<file path="config.mk">
export PLATFORM = sky130hd
export DESIGN_NAME = mmio_uart_tx
export DESIGN_NICKNAME = d
export VERILOG_FILES = /design/src/rtl/mmio_pkg.sv /design/src/rtl/mmio_uart_tx_sync_fifo.sv /design/src/rtl/mmio_uart_tx.sv
export SDC_FILE = /design/constraint.sdc
export NUM_CORES = 1
export LEC_CHECK = 0
export BUFFER_PORTS_ARGS = -buffer_cell sky130_fd_sc_hd__buf_4
export CAP_MARGIN = 20
export CORE_ASPECT_RATIO = 1.75
export CORE_MARGIN = 4
export CORE_UTILIZATION = 50
export CTS_BUF_LIST = sky130_fd_sc_hd__clkbuf_8
export DETAILED_ROUTE_END_ITERATION = 8
export HOLD_SLACK_MARGIN = 0.12
export PLACE_DENSITY_LB_ADDON = 0.25
export SETUP_SLACK_MARGIN = 0.15
export SLEW_MARGIN = 30
export SYNTH_ARGS = -nofsm -noshare
export SYNTH_HDL_FRONTEND = slang
export SYNTH_SLANG_ARGS = --single-unit
</file>
<file path="constraint.sdc">
create_clock -name clk -period 5.5 [get_ports clk]
set_input_delay 0.825 -clock clk [delete_from_list [all_inputs] [get_ports clk]]
set_output_delay 0.825 -clock clk [all_outputs]
set_load 0.05 [all_outputs]
</file>
<file path="src/rtl/mmio_pkg.sv">
// Shared definitions for the MMIO UART transmitter: register offsets, FSM state
// encoding and STATUS bit positions.
package mmio_pkg;

  localparam logic [3:0] UART_TXDATA = 4'h0;
  localparam logic [3:0] UART_STATUS = 4'h4;
  localparam logic [3:0] UART_DIV    = 4'h8;

  typedef enum logic [1:0] {
    IDLE  = 2'd0,
    START = 2'd1,
    DATA  = 2'd2,
    STOP  = 2'd3
  } uart_st_e;

  localparam int ST_FULL  = 0;
  localparam int ST_EMPTY = 1;
  localparam int ST_BUSY  = 2;
  localparam int ST_OVF   = 3;

  function automatic logic [31:0] pack_status(input logic ovf, input logic busy,
                                              input logic empty, input logic full);
    logic [31:0] s;
    s = '0;
    s[ST_OVF]   = ovf;
    s[ST_BUSY]  = busy;
    s[ST_EMPTY] = empty;
    s[ST_FULL]  = full;
    return s;
  endfunction

endpackage

</file>
<file path="src/rtl/mmio_uart_tx_sync_fifo.sv">
// Show-ahead synchronous FIFO with count-based flags. A push while full is only
// taken when a pop happens in the same cycle.
module sync_fifo #(
  parameter int WIDTH = 8,
  parameter int DEPTH = 8
) (
  input  logic             clk,
  input  logic             rst,
  input  logic             push,
  input  logic             pop,
  input  logic [WIDTH-1:0] din,
  output logic [WIDTH-1:0] dout,
  output logic             full,
  output logic             empty
);

  localparam int AW = $clog2(DEPTH);

  logic [WIDTH-1:0] mem_q [DEPTH];
  logic [AW-1:0]    wr_ptr_q;
  logic [AW-1:0]    rd_ptr_q;
  logic [AW:0]      count_q;
  logic             do_push;
  logic             do_pop;

  assign empty   = (count_q == '0);
  assign full    = (count_q == (AW+1)'(DEPTH));
  assign do_pop  = pop & ~empty;
  assign do_push = push & (~full | do_pop);
  assign dout    = mem_q[rd_ptr_q];

  always_ff @(posedge clk) begin
    if (do_push) begin
      mem_q[wr_ptr_q] <= din;
    end
  end

  // Pointers wrap naturally because DEPTH is a power of two.
  always_ff @(posedge clk) begin
    if (rst) begin
      wr_ptr_q <= '0;
      rd_ptr_q <= '0;
      count_q  <= '0;
    end else begin
      if (do_push) begin
        wr_ptr_q <= wr_ptr_q + AW'(1);
      end
      if (do_pop) begin
        rd_ptr_q <= rd_ptr_q + AW'(1);
      end
      case ({do_push, do_pop})
        2'b10:   count_q <= count_q + (AW+1)'(1);
        2'b01:   count_q <= count_q - (AW+1)'(1);
        default: count_q <= count_q;
      endcase
    end
  end

endmodule

</file>
<file path="src/rtl/mmio_uart_tx.sv">
// Memory-mapped 8N1 UART transmitter with a byte FIFO and combinational status reads.
// Define MMIO_UART_STALL_EN to stall the core on a full FIFO instead of dropping bytes.
module mmio_uart_tx
  import mmio_pkg::*;
#(
  parameter int          DEPTH   = 8,
  parameter logic [15:0] DIV_RST = 16'd867
) (
  input  logic        clk,
  input  logic        rst,
  input  logic        sel,
  input  logic        wen,
  input  logic        ren,
  input  logic [3:0]  addr,
  input  logic [31:0] wdata,
  output logic [31:0] rdata,
  output logic        txd,
  output logic        stall,
  output uart_st_e    dbg_state_o
);

  uart_st_e    state_q;
  logic [15:0] cnt_q;
  logic [2:0]  bit_idx_q;
  logic [7:0]  shift_q;
  logic        txd_q;
  logic [15:0] div_q;
  logic [15:0] div_d;
  logic        ovf_q;
  logic        ovf_d;

  logic        wr_acc;
  logic        rd_acc;
  logic        tx_wr;
  logic        fifo_push;
  logic        fifo_full;
  logic        fifo_empty;
  logic [7:0]  fifo_dout;
  logic        bit_done;
  logic        pop_this_cycle;
  logic        ovf_set;
  logic        busy;
  logic        unused_wdata;

  assign wr_acc       = sel & wen;
  assign rd_acc       = sel & ren;
  assign tx_wr        = wr_acc & (addr == UART_TXDATA);
  assign bit_done     = (cnt_q == 16'd0);
  assign busy         = (state_q != IDLE);
  assign unused_wdata = ^wdata[31:16];

  // The FSM takes the head byte on leaving IDLE or at the end of a stop bit.
  assign pop_this_cycle = ~fifo_empty &
                          ((state_q == IDLE) | ((state_q == STOP) & bit_done));

`ifdef MMIO_UART_STALL_EN
  assign stall     = tx_wr & fifo_full & ~pop_this_cycle;
  assign fifo_push = tx_wr & ~stall;
  assign ovf_set   = 1'b0;
`else
  assign stall     = 1'b0;
  assign fifo_push = tx_wr;
  assign ovf_set   = tx_wr & fifo_full & ~pop_this_cycle;
`endif

  sync_fifo #(
    .WIDTH (8),
    .DEPTH (DEPTH)
  ) u_fifo (
    .clk   (clk),
    .rst   (rst),
    .push  (fifo_push),
    .pop   (pop_this_cycle),
    .din   (wdata[7:0]),
    .dout  (fifo_dout),
    .full  (fifo_full),
    .empty (fifo_empty)
  );

  always_comb begin
    div_d = div_q;
    if (wr_acc && (addr == UART_DIV)) begin
      div_d = wdata[15:0];
    end
  end

  always_comb begin
    ovf_d = ovf_q;
    if (wr_acc && (addr == UART_STATUS) && wdata[ST_OVF]) begin
      ovf_d = 1'b0;
    end
    if (ovf_set) begin
      ovf_d = 1'b1;
    end
  end

  always_ff @(posedge clk) begin
    if (rst) begin
      div_q <= DIV_RST;
      ovf_q <= 1'b0;
    end else begin
      div_q <= div_d;
      ovf_q <= ovf_d;
    end
  end

  // Every bit (start, data, stop) lasts div_q+1 cycles; the counter reloads at each
  // bit boundary so divisor writes land cleanly on the next bit.
  always_ff @(posedge clk) begin
    if (rst) begin
      state_q   <= IDLE;
      txd_q     <= 1'b1;
      cnt_q     <= '0;
      bit_idx_q <= '0;
      shift_q   <= '0;
    end else begin
      case (state_q)
        IDLE: begin
          if (pop_this_cycle) begin
            state_q <= START;
            txd_q   <= 1'b0;
            shift_q <= fifo_dout;
            cnt_q   <= div_q;
          end
        end
        START: begin
          if (bit_done) begin
            state_q   <= DATA;
            txd_q     <= shift_q[0];
            shift_q   <= {1'b0, shift_q[7:1]};
            bit_idx_q <= 3'd0;
            cnt_q     <= div_q;
          end else begin
            cnt_q <= cnt_q - 16'd1;
          end
        end
        DATA: begin
          if (bit_done) begin
            cnt_q <= div_q;
            if (bit_idx_q == 3'd7) begin
              state_q <= STOP;
              txd_q   <= 1'b1;
            end else begin
              bit_idx_q <= bit_idx_q + 3'd1;
              txd_q     <= shift_q[0];
              shift_q   <= {1'b0, shift_q[7:1]};
            end
          end else begin
            cnt_q <= cnt_q - 16'd1;
          end
        end
        STOP: begin
          if (bit_done) begin
            cnt_q <= div_q;
            if (pop_this_cycle) begin
              state_q <= START;
              txd_q   <= 1'b0;
              shift_q <= fifo_dout;
            end else begin
              state_q <= IDLE;
              txd_q   <= 1'b1;
            end
          end else begin
            cnt_q <= cnt_q - 16'd1;
          end
        end
        default: begin
          state_q <= IDLE;
          txd_q   <= 1'b1;
        end
      endcase
    end
  end

  always_comb begin
    rdata = '0;
    if (rd_acc) begin
      case (addr)
        UART_STATUS: rdata = pack_status(ovf_q, busy, fifo_empty, fifo_full);
        UART_DIV:    rdata = {16'h0000, div_q};
        default:     rdata = '0;
      endcase
    end
  end

  assign txd         = txd_q;
  assign dbg_state_o = state_q;

endmodule

</file>
==> results.json, run 1 <==
{
  "fin_nets": 642,
  "max_freq_ghz": 0.279,
  "final_antenna_net_count": 0,
  "critical_path_class": "reg2reg",
  "r2r-start": "dbg_state_o[0]$_SDFFE_PP0P_",
  "yosysWarnings": 0,
  "status": "finished, final reports clean",
  "drc": 0,
  "dr.pass1.iters": 4,
  "top_usage_layer": "met2",
  "postCtsSetupBuffers": 0,
  "final_util_pct": 58.0,
  "synthTopCellsByArea": "edfxtp_1, dfxtp_1, mux4_2",
  "timing.final.crit_share_pct": 65.2,
  "relSlewSlack_pct": 41.7,
  "finClkSkew_ps": 12.2,
  "pwr_density_cell_nw_per_um2": 518,
  "place.gp.congestion": 0.902,
  "cts_hold_buf": 0,
  "path_buf_inv": 2,
  "synth_edf_count": 64,
  "dp_hpwl_um": 10300,
  "tns_ps": 0,
  "seq_area_sq_um": 3120,
  "netlist_instances": 547,
  "io-pin-count": 77,
  "ir_worst_vdd_v": 0.000303,
  "crit_arrival_ps": 3880,
  "path_delay_family": "compound AO/OA/AOI/OAI gates",
  "fill_cells": 975,
  "clk_latency_ps": 430,
  "clk_pin_slew_ps": 70,
  "drive_above_1_share_pct": 20.7,
  "core-area_sq_um": 11700,
  "grt_pass1_wl_um": 23700,
  "multi_input_area_sq_um": 2660,
  "hold_viol_final": 0,
  "wirelength_um": 14700,
  "ff2ff_path_depth": 12,
  "cts_inserted_buffers": 17,
  "track_usage_pct": 21.9,
  "dp_slack_ps": 1750,
  "cts_tree": "done",
  "die-area_sq_um": 13900,
  "area.growth.synth_to_final_pct": 12.8,
  "required_ps": 5790,
  "antenna_found_initial": 0,
  "yosys-top-cells-count": "edfxtp_1, dfxtp_1, nand2_1",
  "ff2ff_setup_slack_ps": 1910,
  "cp-start-kind": "flop",
  "grt_max_degree": 57,
  "netlist.top_cell.by_area": "edfxtp_1",
  "final_cells": 735,
  "use_met1_pct": 23.9,
  "dr.first_iter.drc_count": 245,
  "grt_util_met2_pct": 39.4,
  "synth.yosys.seq_area_share_pct": 51.8,
  "clk_path_buf_depth": 2,
  "final-setup-viol-count": 0,
  "yosysUniqueCellTypes": 70,
  "synth_ff_type": "edfxtp_1",
  "async_flop_share_pct": 0,
  "cp_max_fo": 8,
  "grt_pass1_vias": 4542,
  "rsz0062_at_grt": "no",
  "drv_cap": 0,
  "cts-root-buf": "clkbuf_8",
  "p_leak_nw": 2.46,
  "dp.cells": 703,
  "post-synth-top-count-cell": "edfxtp_1",
  "wire_per_inst_um": 20.0,
  "cp_slowest_stage_delay_ps": 760,
  "cts_resized": 0,
  "synth_area_sq_um": 6020,
  "clock-sinks": 124,
  "io_buffers": 43,
  "worst_pin_slew_ps": 871,
  "row_count": 52,
  "die_w_um": 91.0,
  "path_cells": "inv_1, ha_1, or2_2, o311a_1, o21ai_2, inv_1, ha_1, a21oi_1, a2111oi_0, o211a_1, a211o_1, a31oi_1",
  "cts_htree_levels": 4,
  "fin_area_sq_um": 6800,
  "gr-total-overflow": 0,
  "critPathCaptureType": "flop",
  "num_antenna_cells": 0,
  "worst-path-stages": 12,
  "ys_seq_elements": 124,
  "met3_usage_pct": 4.87,
  "crit_slowest_cell": "a2111oi_0",
  "rr_endpoint": "u_fifo.count_q[3]$_SDFFE_PP0P_",
  "maxSlewViolCount": 0,
  "vias_per_cell": 6.06,
  "min_path_type": "reg2reg",
  "holdCritStartpoint": "bit_idx_q[1]$_SDFFE_PP0P_",
  "worstSetupEndpoint": "u_fifo.count_q[3]$_SDFFE_PP0P_",
  "crit_start": "dbg_state_o[0]$_SDFFE_PP0P_",
  "fin_ws_ps": 1910,
  "initial_utilization_pct": 51.4,
  "die_height_um": 153,
  "fin_crit_ps": 3590,
  "synth_top_area_share_pct": 31.9,
  "vias": 4454,
  "synth.avg_cell_area_sq_um": 11.0,
  "place_area_sq_um": 6390
}
[through the flow]
stage | power, mW | hold WS, ps
finish | 3.52 | 460
global route | 3.75 | 494
CTS | 3.53 | 462
detailed placement | 2.71 | 452
global placement | 2.66 | 445
floorplan | 2.37 | 436
[layout by cell type (no fill, tap or decap), drive strengths merged, types with 3 or more instances in the layout]
cell type / n
clkbuf: 18
inv: 21
or2: 4
clkinv: 5
nor4: 16
nand3b: 6
ha: 13
dfxtp: 60
o31ai: 3
or3: 7
nand2: 60
mux2i: 13
mux4: 16
bufinv: 3
a211oi: 6
a21oi: 39
and3: 3
and2: 15
nor2: 25
a21boi: 7
o21ai: 32
buf: 51
edfxtp: 64
nand3: 9
conb: 17
a22o: 7
nor3: 15
o21a: 4
a221oi: 5
or4: 3
a31oi: 5
nor4b: 5
nand4: 7
[worst min-delay path by stage]
stage / endpoint / slack [ps] / cells past startpoint
global placement: bit_idx_q[1]$_SDFFE_PP0P_ / 450 / 2
floorplan: bit_idx_q[1]$_SDFFE_PP0P_ / 440 / 2
detailed placement: div_q[10]$_SDFFE_PP0P_ / 450 / 2
CTS: div_q[10]$_SDFFE_PP0P_ / 460 / 2
finish: bit_idx_q[1]$_SDFFE_PP0P_ / 460 / 2
global route: div_q[14]$_SDFFE_PP0P_ / 490 / 2
[report_power, final]
part | leakage (nW) | switching [mW] | internal, mW
registers | 1.06 | 0.158 | 1.08
logic | 1.18 | 0.907 | 0.563
clock network | 0.216 | 0.358 | 0.454
[routing by layer]
metal	up-vias	part of all wire (%)
met5	-	0
met2	149	55
met4	0	3.6
li1	2104	-
met1	2166	37
met3	35	4.6
[cells by family after synthesis]
logic type	after synthesis	synth area share [%]
AOI/OAI and AO/OA	130	14.3
xor gates and xnor gates	1	0.145
adders and majority gates	14	3.03
buffers and inverters	62	5.19
DFF	124	51.8
muxes	31	8.52
other	1	0.0622
and+or+nand+nor	184	16.9
[worst reg2reg max path, stage by stage, from the launching register on]
cell and delay (ps):
dfxtp_1 460, inv_1 140, ha_1 360, or2_2 390, o311a_1 150, o21ai_2 120
inv_1 150, ha_1 360, a21oi_1 90, a2111oi_0 760, o211a_1 290, a211o_1 110
a31oi_1 70
[layout make-up]
class / instances / share of cell area (%)
clock inverters: 14 / 2.30
multi-input cells: 377 / 39.1
clock buffers: 18 / 3.64
well taps: 135 / 2.48
inverters: 16 / 0.883
flip-flops and latches: 124 / 46.0
repair buffers: 51 / 5.63
[registers in the layout (all words and copies together) (netlist names), named ones only]
register,count
u_fifo.wr_ptr_q,3
txd,1
u_fifo.count_q,4
dbg_state_o,2
shift_q,8
bit_idx_q,3
ovf_q,1
div_q,16
u_fifo.mem_q,64
u_fifo.rd_ptr_q,3
cnt_q,16
No activity file was read; power rests on OpenSTA's default activity.
==> inputs of run 2 (changes only) <==
clock period = 3.15 ns   (was 5.5 ns; I/O delays follow)
==> run 2 against run 1 <==
Via count fell by 0.25%. Combinational power is 86% higher. Register-to-register slack lost 1500 ps. Fmax grew 29%. Cell count rose by 1.9%. Die area unchanged. Global-route usage down 0.28 points. Largest cell class unchanged. Cell area up 1.9%.
==> results.json, run 2 (synthesis results as in run 1) <==
{
  "cts_hold_buf": 0,
  "max_freq_ghz": 0.359,
  "rr_endpoint": "u_fifo.count_q[3]$_SDFFE_PP0P_",
  "tns_ps": 0,
  "pwr_density_cell_nw_per_um2": 918,
  "cts_resized": 0,
  "power_switching_share_pct": 39.7,
  "fill_cells": 989,
  "p_int_mw": 3.83,
  "area.growth.synth_to_final_pct": 15.0,
  "finClkSkew_ps": 9.13,
  "dr.pass1.iters": 5,
  "critical_path_class": "reg2reg",
  "worst_pin_slew_ps": 737,
  "grt_pass1_vias": 4490,
  "ff2ff_path_depth": 12,
  "antenna_found_initial": 0,
  "place.gp.congestion": 0.924,
  "die_w_um": 91.0,
  "p_leak_nw": 2.53,
  "ir_worst_vdd_v": 0.000521,
  "drc": 0,
  "dr.first_iter.drc_count": 237,
  "vias_per_cell": 5.93,
  "crit_arrival_ps": 3150,
  "wirelength_um": 14500,
  "fin_area_sq_um": 6930,
  "hold_viol_final": 0,
  "die-area_sq_um": 13900,
  "cts_tree": "done",
  "cp_max_fo": 6,
  "worstSetupEndpoint": "u_fifo.count_q[3]$_SDFFE_PP0P_",
  "clkPwrFrac_pct": 23.8,
  "critPathCaptureType": "flop",
  "vias": 4443,
  "final_antenna_net_count": 0,
  "maxSlewViolCount": 0,
  "clock-sinks": 124,
  "cts_htree_levels": 4,
  "gr-total-overflow": 0,
  "comb_power_share_pct": 43.1,
  "status": "finished, final reports clean",
  "drv_cap": 0,
  "reg_top3": "u_fifo.mem_q (64), cnt_q (16), div_q (16)",
  "clk_latency_ps": 440,
  "hold-worst-slack_ps": 249,
  "final_cell_mix": "buf_4, edfxtp_1, nand2_1",
  "relSlewSlack_pct": 50.8,
  "drive_above_1_share_pct": 23.0,
  "track_usage_pct": 21.6,
  "required_ps": 3520,
  "ff2ff_setup_slack_ps": 370,
  "final_common_cell": "buf_4",
  "grt_max_degree": 47,
  "initial_utilization_pct": 51.4,
  "dp_hpwl_um": 10600,
  "min_path_type": "in2reg",
  "place_area_sq_um": 6490,
  "r2r-start": "dbg_state_o[0]$_SDFFE_PP0P_",
  "largest-register": "u_fifo.mem_q",
  "cts-root-buf": "clkbuf_8",
  "num_antenna_cells": 0,
  "cts_inserted_buffers": 17,
  "fin_nets": 656,
  "grt_pass1_wl_um": 23500,
  "fin_crit_ps": 2780,
  "final_util_pct": 59.2,
  "netSwitchingPower_mw": 2.53,
  "die_height_um": 153,
  "crit_start": "dbg_state_o[0]$_SDFFE_PP0P_",
  "wire_per_inst_um": 19.4,
  "timing.final.crit_share_pct": 88.4,
  "power_frac_seq_pct": 33.1,
  "row_count": 52,
  "clk_pin_slew_ps": 70,
  "cp-start-kind": "flop",
  "final-setup-viol-count": 0,
  "clk_path_buf_depth": 2,
  "rsz0062_at_grt": "no",
  "largest_reg_flops": 64,
  "io_buffers": 43,
  "io-pin-count": 77,
  "postCtsSetupBuffers": 0,
  "core-area_sq_um": 11700
}
==> run 2: cell type report <==
class,count,area (sq um),share of cell area (%)
clock buffers,17,234,3.38
multi-input cells,377,2660,38.3
repair buffers,65,488,7.04
flip-flops and latches,124,3130,45.1
clock inverters,15,196,2.84
inverters,16,60.1,0.867
well taps,135,169,2.44
==> run 2: layer usage <==
layer	vias to the layer above	global-route usage (%)	routed length, um	share of wire, %
met5	-	0	0	0
met4	0	11.4	656	4.5
met3	32	4.92	643	4.4
met2	128	38.9	7990	55
met1	2161	23.3	5250	36
li1	2122	-	-	-
==> run 2: critical path, cell delays in order (launching register included) <==
cell and delay [ps]:
dfxtp_2 390, inv_1 110, ha_1 220, or2_2 320
o311a_1 150, o21ai_2 70, inv_1 110, ha_1 350
a21oi_1 110, a2111oi_2 440, o211a_1 240, a32oi_1 60
a31oi_1 170
==> run 2: power groups by stage <==
stage	combinational [mW]	clock, mW	sequential [mW]
finish	2.74	1.51	2.10
global route	3.02	1.61	2.12
floorplan	2.01	0	2.12
detailed placement	2.72	0	2.13
global placement	2.64	0	2.12
CTS	2.73	1.54	2.10
==> run 2: stage by stage <==
step                      power (mW)  setup slack (ps)  std cells
after global placement          4.77               216        717
after detailed placement        4.86               115        717
after floorplan                 4.13               188        563
after global routing            6.76               172        749
final                           6.36               367        749
after CTS                       6.36               305        749
==> run 2: worst min path at each step <==
stage,start,to,slack [ps],cells past startpoint
after detailed placement,bit_idx_q[1]$_SDFFE_PP0P_,bit_idx_q[1]$_SDFFE_PP0P_,460,2
final,wdata[9],div_q[9]$_SDFFE_PP1P_,250,3
after CTS,wdata[9],div_q[9]$_SDFFE_PP1P_,230,3
after floorplan,bit_idx_q[1]$_SDFFE_PP0P_,bit_idx_q[1]$_SDFFE_PP0P_,440,2
after global routing,wdata[9],div_q[9]$_SDFFE_PP1P_,250,3
after global placement,bit_idx_q[1]$_SDFFE_PP0P_,bit_idx_q[1]$_SDFFE_PP0P_,440,2
==> inputs of run 3 (changes only) <==
BUFFER_PORTS_ARGS = -buffer_cell sky130_fd_sc_hd__buf_2   (was -buffer_cell sky130_fd_sc_hd__buf_4)
==> run 3 against run 2 <==
Flip-flop and latch count did not move. First-iteration DRC count grew 4.2%. Routed wire length is 3.5% higher. Fmax decreased by 2.0%. Total power is 1.2% lower. Sequential share of layout area rose by 0.75 points.
==> results.json, run 3 (synthesis results as in run 1) <==
{
  "status": "finished, final reports clean",
  "maxSlewViolCount": 0,
  "dp_hpwl_um": 10600,
  "cp-start-kind": "flop",
  "timing.final.crit_share_pct": 90.1,
  "path_cells": "inv_1, ha_1, or2_2, o311a_1, o21ai_2, inv_2, ha_4, nand3_1, a2111oi_4, o211a_1, a211o_1, a31oi_1",
  "final_common_cell": "edfxtp_1",
  "comb_power_share_pct": 43.0,
  "min_to": "div_q[9]$_SDFFE_PP1P_",
  "cts_htree_levels": 4,
  "io-pin-count": 77,
  "crit_slowest_cell": "a2111oi_4",
  "area.growth.synth_to_final_pct": 13.1,
  "tns_ps": 0,
  "row_count": 52,
  "grt_max_degree": 29,
  "final_antenna_net_count": 0,
  "ir_worst_vdd_v": 0.000530,
  "cts_inserted_buffers": 17,
  "cts_hold_buf": 0,
  "num_antenna_cells": 0,
  "clk_latency_ps": 430,
  "track_usage_pct": 22.2,
  "largest-register": "u_fifo.mem_q",
  "fin_area_sq_um": 6810,
  "final-setup-viol-count": 0,
  "min_path_type": "in2reg",
  "p_leak_nw": 2.49,
  "die_height_um": 153,
  "netSwitchingPower_mw": 2.57,
  "max_freq_ghz": 0.352,
  "rr_endpoint": "u_fifo.count_q[3]$_SDFFE_PP0P_",
  "ff2ff_path_depth": 12,
  "required_ps": 3440,
  "rsz0062_at_grt": "no",
  "place_area_sq_um": 6370,
  "drive_above_1_share_pct": 23.3,
  "gr-total-overflow": 0,
  "die_w_um": 91.0,
  "vias": 4528,
  "dr.pass1.iters": 5,
  "dr.first_iter.drc_count": 247,
  "fill_cells": 1029,
  "io_buffers": 43,
  "finClkSkew_ps": 6.93,
  "drc": 0,
  "final_cell_mix": "edfxtp_1, nand2_1, dfxtp_1",
  "reg_top3": "u_fifo.mem_q (64), cnt_q (16), div_q (16)",
  "fin_crit_ps": 2840,
  "antenna_found_initial": 0,
  "power_switching_share_pct": 40.9,
  "die-area_sq_um": 13900,
  "crit_arrival_ps": 3130,
  "clock-sinks": 124,
  "dp.cells": 715,
  "final_cells": 748,
  "hold_viol_final": 0,
  "clk_pin_slew_ps": 70,
  "pwr_density_cell_nw_per_um2": 922,
  "cts_tree": "done",
  "p_int_mw": 3.71,
  "clkPwrFrac_pct": 23.0,
  "cp_slowest_stage_delay_ps": 400,
  "worst_pin_slew_ps": 735,
  "wire_per_inst_um": 20.1,
  "clk_path_buf_depth": 2,
  "largest_reg_flops": 64,
  "hold_depth": 3,
  "wirelength_um": 15100,
  "ff2ff_setup_slack_ps": 310,
  "holdCritStartpoint": "wdata[9]",
  "fin_nets": 655,
  "cp_max_fo": 6,
  "critPathCaptureType": "flop",
  "critical_path_class": "reg2reg",
  "power_frac_seq_pct": 34.0,
  "core-area_sq_um": 11700,
  "vias_per_cell": 6.05,
  "place.gp.congestion": 0.875,
  "cts-root-buf": "clkbuf_8",
  "r2r-start": "dbg_state_o[0]$_SDFFE_PP0P_",
  "drv_cap": 0,
  "grt_pass1_vias": 4573,
  "initial_utilization_pct": 51.4,
  "relSlewSlack_pct": 50.6,
  "grt_pass1_wl_um": 23900
}
-- run 3: through the flow --
stage	power [mW]	util, %	worst slack (ps)	hold slack (ps)
6_report	6.29	58.2	311	255
4_1_cts	6.25	57.9	175	230
5_1_grt	6.67	58.2	162	251
2_1_floorplan	4.13	-	188	436
3_3_place_gp	4.70	54.4	127	443
3_5_place_dp	4.79	54.4	20.9	451
-- run 3: critical path: cells and delay by family (launching register included) --
| kind | cells | cell delay [ps] |
|---|---|---|
| AOI/OAI and AO/OA | 6 | 1100 |
| buffers and inverters | 2 | 220 |
| and+or+nand+nor | 2 | 470 |
| adders and majority gates | 2 | 520 |
| DFF | 1 | 390 |
-- run 3: per-layer routing --
| metal | global-route usage [%] | part of all wire (%) |
|---|---|---|
| met5 | 0 | 0 |
| met4 | 9.93 | 3.6 |
| met3 | 4.87 | 4.4 |
| met2 | 42.1 | 56 |
| met1 | 22.8 | 36 |
-- run 3: layout make-up --
| cell class | count | area [sq um] | share of cell area [%] |
|---|---|---|---|
| flip-flops and latches | 124 | 3130 | 45.9 |
| multi-input cells | 377 | 2680 | 39.3 |
| repair buffers | 64 | 373 | 5.47 |
| clock buffers | 17 | 234 | 3.43 |
| clock inverters | 15 | 173 | 2.53 |
| well taps | 135 | 169 | 2.48 |
| inverters | 16 | 60.1 | 0.881 |
-- run 3: power by group through the flow --
stage	Combinational, mW	Sequential, mW	Clock, mW
floorplan	2.01	2.12	0
global placement	2.55	2.15	0
detailed placement	2.62	2.16	0
CTS	2.65	2.13	1.46
global route	2.96	2.17	1.55
finish	2.70	2.14	1.44
-- run 3: worst max path at each step --
| stage | slack [ps] | end | from | cells past startpoint |
|---|---|---|---|---|
| 6_report | 310 | u_fifo.count_q[3]$_SDFFE_PP0P_ | dbg_state_o[0]$_SDFFE_PP0P_ | 12 |
| 3_5_place_dp | 20 | u_fifo.count_q[3]$_SDFFE_PP0P_ | addr[1] | 11 |
| 3_3_place_gp | 130 | u_fifo.count_q[3]$_SDFFE_PP0P_ | addr[1] | 11 |
| 2_1_floorplan | 190 | u_fifo.count_q[3]$_SDFFE_PP0P_ | dbg_state_o[0]$_SDFFE_PP0P_ | 12 |
| 4_1_cts | 180 | u_fifo.count_q[3]$_SDFFE_PP0P_ | dbg_state_o[0]$_SDFFE_PP0P_ | 12 |
| 5_1_grt | 160 | u_fifo.count_q[3]$_SDFFE_PP0P_ | dbg_state_o[0]$_SDFFE_PP0P_ | 12 |
-- run 3: what timing repair did --
action / 4_1_cts / 5_1_grt
gates resized for setup: 0 / 4
buffers inserted: 0 / 1
setup endpoints to repair: 0 / 1
